[src/rtl/note_sequencer.sv]
// PS/2 scan-code note sequencer: parses make/break codes, keeps a last-pressed-wins stack of held keys, drives Speaker's note.
// Optional NOTE_GAP_EN inserts GAP_CYCLES of silence between two different sounding notes.
module note_sequencer #(
  parameter int DEPTH      = 4,
  parameter int GAP_CYCLES = 50_000
) (
  input  logic       clk,
  input  logic       rst,
  input  logic [7:0] scan_data,
  input  logic       scan_valid,
  input  logic       panic,
  output logic [7:0] note,
  output logic       active,
  output logic [3:0] held_count
);

  typedef enum logic [1:0] {IDLE, BRK, EXT, EXT_BRK} parse_t;

  parse_t     state, state_next;
  logic       press_ev, release_ev;
  logic [3:0] ev_note;
  logic [3:0] stack      [DEPTH];
  logic [3:0] stack_next [DEPTH];
  logic [3:0] count, count_next;
  logic [3:0] target;
  logic [3:0] note_q;
  logic       found;
  int         found_idx;

  function automatic logic [3:0] key_of(input logic [7:0] code);
    case (code)
      8'h1C:   return 4'd1;
      8'h1D:   return 4'd2;
      8'h1B:   return 4'd3;
      8'h24:   return 4'd4;
      8'h23:   return 4'd5;
      8'h2B:   return 4'd6;
      8'h2C:   return 4'd7;
      8'h34:   return 4'd8;
      8'h35:   return 4'd9;
      8'h33:   return 4'd10;
      8'h3C:   return 4'd11;
      8'h3B:   return 4'd12;
      8'h42:   return 4'd13;
      default: return 4'd0;
    endcase
  endfunction

  assign ev_note = key_of(scan_data);

  always_ff @(posedge clk) begin
    if (rst || panic) state <= IDLE;
    else              state <= state_next;
  end

  always_comb begin
    state_next = state;
    press_ev   = 1'b0;
    release_ev = 1'b0;
    if (scan_valid) begin
      case (state)
        IDLE: begin
          if (scan_data == 8'hF0)      state_next = BRK;
          else if (scan_data == 8'hE0) state_next = EXT;
          else                         press_ev   = (ev_note != 4'd0);
        end
        BRK: begin
          release_ev = (ev_note != 4'd0);
          state_next = IDLE;
        end
        EXT:     state_next = (scan_data == 8'hF0) ? EXT_BRK : IDLE;
        EXT_BRK: state_next = IDLE;
        default: state_next = IDLE;
      endcase
    end
  end

  // Entry 0 is the oldest key; releases close the hole so the newest stays on top.
  always_comb begin
    stack_next = stack;
    count_next = count;
    found      = 1'b0;
    found_idx  = 0;
    for (int i = 0; i < DEPTH; i++) begin
      if (i < int'(count) && stack[i] == ev_note) begin
        found     = 1'b1;
        found_idx = i;
      end
    end
    if (press_ev && !found) begin
      if (int'(count) < DEPTH) begin
        for (int i = 0; i < DEPTH; i++)
          if (i == int'(count)) stack_next[i] = ev_note;
        count_next = count + 4'd1;
      end else begin
        for (int i = 0; i < DEPTH - 1; i++) stack_next[i] = stack[i+1];
        stack_next[DEPTH-1] = ev_note;
      end
    end else if (release_ev && found) begin
      for (int i = 0; i < DEPTH - 1; i++)
        if (i >= found_idx) stack_next[i] = stack[i+1];
      stack_next[DEPTH-1] = 4'd0;
      count_next = count - 4'd1;
    end
  end

  always_ff @(posedge clk) begin
    if (rst || panic) begin
      stack <= '{default: '0};
      count <= 4'd0;
    end else begin
      stack <= stack_next;
      count <= count_next;
    end
  end

  always_comb begin
    target = 4'd0;
    for (int i = 0; i < DEPTH; i++)
      if (int'(count) == i + 1) target = stack[i];
  end

`ifdef NOTE_GAP_EN
  localparam int GW = (GAP_CYCLES > 1) ? $clog2(GAP_CYCLES + 1) : 1;

  logic [GW-1:0] gap_cnt;
  logic [3:0]    last_target;

  // gap_cnt holds the silent cycles still owed after the current one; a nonzero-to-nonzero change restarts it.
  always_ff @(posedge clk) begin
    if (rst || panic) begin
      note_q      <= 4'd0;
      gap_cnt     <= '0;
      last_target <= 4'd0;
    end else begin
      last_target <= target;
      if (target == 4'd0) begin
        note_q  <= 4'd0;
        gap_cnt <= '0;
      end else if (last_target != 4'd0 && target != last_target) begin
        note_q  <= 4'd0;
        gap_cnt <= GW'(GAP_CYCLES - 1);
      end else if (gap_cnt != '0) begin
        note_q  <= 4'd0;
        gap_cnt <= gap_cnt - 1'b1;
      end else begin
        note_q  <= target;
      end
    end
  end
`else
  // Panic silences the speaker at once rather than waiting for the empty stack to propagate.
  always_ff @(posedge clk) begin
    if (rst || panic) note_q <= 4'd0;
    else              note_q <= target;
  end
`endif

  assign note       = {4'd0, note_q};
  assign active     = (note_q != 4'd0);
  assign held_count = count;

endmodule

[config.mk]
export PLATFORM = sky130hd
export DESIGN_NAME = note_sequencer
export DESIGN_NICKNAME = d
export VERILOG_FILES = /design/src/rtl/note_sequencer.sv
export SDC_FILE = /design/constraint.sdc
export NUM_CORES = 1
export LEC_CHECK = 0
export ABC_AREA = 1
export CORE_MARGIN = 5
export CORE_UTILIZATION = 40
export CTS_CLUSTER_DIAMETER = 150
export DETAILED_ROUTE_END_ITERATION = 10
export SETUP_SLACK_MARGIN = 0.02
export SYNTH_ARGS = -nofsm -noshare
export SYNTH_HDL_FRONTEND = slang
export SYNTH_SLANG_ARGS = --single-unit
[constraint.sdc]
create_clock -name clk -period 3.7 [get_ports clk]
set_clock_uncertainty 0.05 [all_clocks]
set_input_delay 0.74 -clock clk [delete_from_list [all_inputs] [get_ports clk]]
set_output_delay 0.74 -clock clk [all_outputs]
set_load 0.05 [all_outputs]
# [Yosys cells after proc, flatten, opt, wreduce, memory -nomap -nowiden]
# Index checks and enable logic that the tools add are counted.
# Widths: inputs -> output; s select.
[op_classes] addsub=2 n_lt_le_gt_ge=8 eq_ne=35 n_mux=35 n_reduce_logical=23
[ops] op="$eq 8x6->1 const B" count=9
[ops] op="$mux 32" count=2
[ops] op="$mux 4" count=14
[ops] op="$pmux 4 s13" count=1
[ops] op="$mux 16" count=3
[ops] op="$ge 1x32->1 const A" count=1
[ops] op="$ge 2x32->1 const A" count=1
[ops] op="$ge 3x32->1 const A" count=1
[ops] op="$eq 8x5->1 const B" count=3
[ops] op="$eq 4x4->1" count=4
[ops] op="$eq 8x8->1 const B" count=2
[ops] op="$ne 3x2->1 const B" count=4
[ops] op="$mux 1" count=11
[ops] op="$reduce_and 3->1" count=3
[ops] op="$eq 3x4->1 const A" count=2
[ops] op="$eq 4x3->1 const B" count=2
[ops] op="$eq 8x7->1 const B" count=1
[ops] op="$lt 1x4->1 const A" count=2
[ops] op="$lt 2x4->1 const A" count=2
[ops] op="$reduce_bool 2->1" count=4
[ops] op="$reduce_bool 4->1" count=2
[ops] op="$logic_and 1x1->1" count=6
[ops] op="$mux 2" count=3
[ops] op="$pmux 2 s3" count=1
[ops] op="other kinds (16)" count=19
[totals] reg_bits=26 input_bits=12 out_inout_bits=13 wordCells=110

# [Longest topological paths before layout]
[depth] ltp_word=12 ltp_mapped=19 depth_no_buf=19

# [Worst setup path before layout]
# Ideal clock, no wire load.
[synth_path] path_kind="input port to flip-flop" from="in scan_data[4]" to="reg stack[14] in the netlist's numbering" setup_ns=0.113 arrival_ns=2.366 required_time_ns=3.537 path_slack_ns=1.171 stages=19 path_buffers=1 path_cell_list="inv_1 nand2_1 nor2_4 nand2_2 nand2_1 nor2_4 nand2_4 nand2_1 nand2_1 nor2_1 nand3_1 nand2_2 nor2_8 nand3_4 buf_6 nand2_1 o21ai_1 nor2_1 nor2_1"
[synth_via] elab_chain_len=12 elab_cells_between_ends=49 classes_between="order compare (1); eq/ne (20); mux (17); reduce/logical (11)"
[synth_lines] item="start, declared" line_no="9" rtl="input logic [7:0] scan_data,"
[synth_lines] item="branches (longest 12 deep; another with $ge 1x32->1)"
[synth_lines] item="end signal, assigned" line_no="112" rtl="stack <= stack_next;"
[synth_lines] item="end, declared" line_no="22" rtl="logic [3:0] stack [DEPTH];"
# Parallel ways; which one is timed is not known. The select of a mux whose other input is x is not followed.
# A chain may end at the register's enable or synchronous reset.

# [Worst setup path in the final report]
[layout_path] from="in scan_data[1]" to="reg stack[9] in the netlist's numbering"
[layout_via] elab_chain_len=12 elab_cells_between_ends=49 classes_between="order compare (1); eq/ne (20); mux (17); reduce/logical (11)"
[layout_lines] item="branches (longest 12 deep; another with $ge 2x32->1)"
# Parallel ways; which one is timed is not known. The select of a mux whose other input is x is not followed.

==> metrics.md <==
| Metric | Value |
|---|---|
| Synth Instances | 387 |
| Combinational Power Share | 0.214 |
| Initial Util | 0.414 |
| Largest net degree at the start of global routing | 20 |
| Max FO, Critical Path | 9 |
| First-pass GRT wire length | approximately 10000 um |
| Async SR Flop Fraction | 0 |
| Post-CTS Resized | 0 |
| Antenna violations before repair | 0 |
| Sequential-to-total area share from yosys stat | 0.227 |
| Die H | ~86 um |
| Relative slew margins | 0.648 |
| Worst vdd ir | 0.144 mV |
| CTS buffer count | 3 |
| DRT Pass-1 Iters | 5 |
| Path depth of the worst reg2reg path | 13 |
| Yosys reg bits | 26 |
| Distinct cell type count after synthesis | 32 |
| Antenna Nets Post-Route | 0 |
| Crit start category | primary input |
| Worst R2R Start | held_count[2]$_SDFFE_PP0P_ |
| Hold Buf Count CTS | 0 |
| Die Area | approximately 7300 um^2 |
| CTS Buffer Depth | 2 |
| CTS Sinks | 26 |
| Static Leak | around 1.2 nW |
| RR Endpoint | stack[9]$_SDFFE_PP0P_ |
| Total of fill cells in the finished design | ~600 |
| Post-DP HPWL | 4810 um |
| Period utilization | 0.891 |
| Worst hold stages | 2 |
| CP max stage delay | between 0.5 and 0.6 ns |
| Synthesis-to-finish area growth | 13.6% |
| Wirelength, routed | between 6000 and 7000 um |
| Main synth FF type | dfxtp_1 |
| I/O pins | 25 |
| Flop-to-flop setup slack | approximately 1.1 ns |
| Initial DRC count | 190 |
| HP Class | reg2reg |
| FP Rows | 27 |
| CTS clock-pin slew for the worst setup and hold paths | around 0.1 ns |
| IO Port Bufs | 20 |
| Max cap viols | 0 |
| # nets final | around 430 |
| Core Footprint | around 5500 um^2 |
| Remaining Overflow, GRT | 0 |
| RSZ-0062 raised after global routing | no |
| Pwr per Cell Area | 234 nW/um^2 |
| Worst Tran Pin Value | approximately 0.52 ns |
| Post-route DRC | 0 |
| Final setup fails | 0 |
| Ant diodes | 0 |
| Required @ worst endpoint | 3.82 ns |
| Crit path arrival time | approximately 3.4 ns |
| Net Switching | around 190 uW |
| Post-CTS Setup Inserts | 0 |
| F_max | 303 MHz |
| Setup TNS Final | 0 ns |
| Critical-path top delay cell | clkdlybuf4s50_1 |
| GPL Wtd Cong | between 1 and 1.5 |
| Root Buffer | clkbuf_8 |
| Sw Share | 0.308 |
| Clock share of power | 0.315 |
| Width of the die | about 86 um |
| Fin crit period | roughly 3.3 ns |
| Wire length per cell | around 13 um |
| Hold Path Origin | state[1]$_SDFFE_PP0P_ |
| CTS HTree Levels | 1 |
| EDFF count, synth | 0 |
| YS warnings | 0 |
| Worst-Skew Late Latency | between 0.2 and 0.3 ns |
| Critical-path cell list | clkdlybuf4s50_1 -> nand2_1 -> inv_1 -> nand2_1 -> nand2_2 -> nand2_4 -> nand3_2 -> nor2_2 -> buf_4 -> nand3_1 -> inv_1 -> nor3_1 -> nand2_2 -> nand2_4 -> nand3_4 -> nor2_1 -> nor2_1 |
| Layout cells sized above 1 | 0.111 |
| Reg power frac | 0.471 |
| Status | finished clean |
| Crit. End Element | flip-flop |
| Hold Path Sink | state[1]$_SDFFE_PP0P_ |
| Final Max Tran Viols | 0 |
| Syn Area/Cell | just under 6 um^2 |
| Internal power | roughly 420 uW |
| Area post-placement | approximately 2600 um^2 |
| Vias per Instance | 4.99 |
| Final instance area | 2610 um^2 |
| Number of global-route vias before repair | approximately 2000 |
| GRT Total Usage | 0.169 |
| Synthesized cell area | roughly 2300 um^2 |
| TritonCTS clock tree | yes |
| Via count | around 2400 |
| Endpoints failing hold | 0 |
| Critical path class | in2reg |
==> logic make-up after synthesis <==
| kind of cell | share of synthesized area |
|---|---|
| AND/OR/NAND/NOR | 0.534 |
| flip-flops | 0.227 |
| AO/OA/AOI/OAI | 0.0922 |
| buffers and inverters | 0.103 |
| other | 0.00164 |
| adder cells (fa/ha/maj) | 0.0273 |
| XOR/XNOR | 0.0153 |
==> Yosys cell counts (3+ instances only) <==
cell type  number  area (um^2)
nand2_1       125          469
nor2_1         60          225
inv_1          43          161
dfxtp_1        26          521
nand3_1        23          115
a21oi_1        13         65.1
o21ai_0        13         65.1
nand2_2        11         68.8
nand4_1         9         56.3
o21ai_1         9         45.0
ha_1            5         62.6
nand2_4         5         56.3
nor2_4          5         56.3
buf_4           4         30.0
inv_2           4         15.0
nand3_2         4         40.0
nand3_4         4         70.1
nor2_2          4         25.0
nor3_1          3         15.0
xor2_1          3         26.3
==> layout by cell type (no fill, tap or decap) <==
master / instances
nor2_4: 5
o21a_1: 1
nor2_8: 1
ha_1: 5
nand3_4: 4
nand2_1: 125
a21oi_2: 1
nand2_2: 11
nand4_1: 9
nor2_2: 4
dfxtp_1: 26
inv_1: 43
clkbuf_8: 4
nand2_4: 5
o21ai_1: 9
o22ai_1: 1
o21ai_0: 13
xor2_1: 3
nand3_2: 4
conb_1: 4
a21oi_1: 13
clkdlybuf4s50_1: 20
or4_1: 1
xnor2_1: 1
a31oi_1: 1
nor3_1: 3
nor2_1: 60
inv_2: 4
o21bai_1: 1
buf_4: 2
nand3_1: 23
==> power groups by stage <==
stage	sequential (mW)	combinational, mW	clock [mW]
3_5_place_dp	0.293	0.129	0
3_3_place_gp	0.294	0.129	0
5_1_grt	0.288	0.144	0.211
4_1_cts	0.287	0.130	0.201
2_1_floorplan	0.295	0.0972	0
6_report	0.287	0.130	0.192
==> routing by layer <==
metal / routed length [um] / track usage / up-vias
met3: 396 / 0.0279 / 14
met1: 2890 / 0.238 / 1036
met4: 131 / 0.0475 / 0
li1: - / - / 1250
met2: 2660 / 0.263 / 92
met5: 0 / 0 / -
==> state kept, by name, summed over array words and instances, names as in the netlist <==
register	count
held_count	4
note_q	4
stack	16
state	2
==> worst max-delay path, delay by kind of cell <==
family                 cells  cell delay [ns]
buffers and inverters      4             0.84
AND/OR/NAND/NOR           13             1.81
==> stage by stage <==
stage                     utilization  setup slack [ns]  hold WS (ns)  cells  total power [mW]
after CTS                       0.470             0.454         0.467    479             0.617
after global routing            0.470             0.152         0.513    479             0.642
after floorplan                     -              1.17         0.402    390             0.392
after global placement          0.460             0.163         0.435    475             0.422
final                           0.470             0.405         0.474    479             0.609
after detailed placement        0.460             0.171         0.449    475             0.422
==> final cells by class <==
type | count | area (um^2) | share of cell area
Multi-Input combinational cell | 308 | 1550 | 0.594
Sequential cell | 26 | 520 | 0.200
Timing Repair Buffer | 22 | 215 | 0.0826
Inverter | 47 | 176 | 0.0677
Tap cell | 72 | 90.1 | 0.0346
Clock buffer | 4 | 55.1 | 0.0211
==> worst max-delay path by stage <==
stage / startpoint / endpoint / slack (ns) / cells after the start
2_1_floorplan: scan_data[4] / stack[14]$_SDFFE_PP0P_ / 1.17 / 19
3_3_place_gp: scan_data[5] / stack[9]$_SDFFE_PP0P_ / 0.16 / 15
3_5_place_dp: scan_data[1] / stack[9]$_SDFFE_PP0P_ / 0.17 / 17
4_1_cts: scan_data[1] / stack[9]$_SDFFE_PP0P_ / 0.45 / 17
5_1_grt: scan_data[1] / stack[9]$_SDFFE_PP0P_ / 0.15 / 16
6_report: scan_data[1] / stack[9]$_SDFFE_PP0P_ / 0.40 / 17
Power figures use the tool's default switching activity.
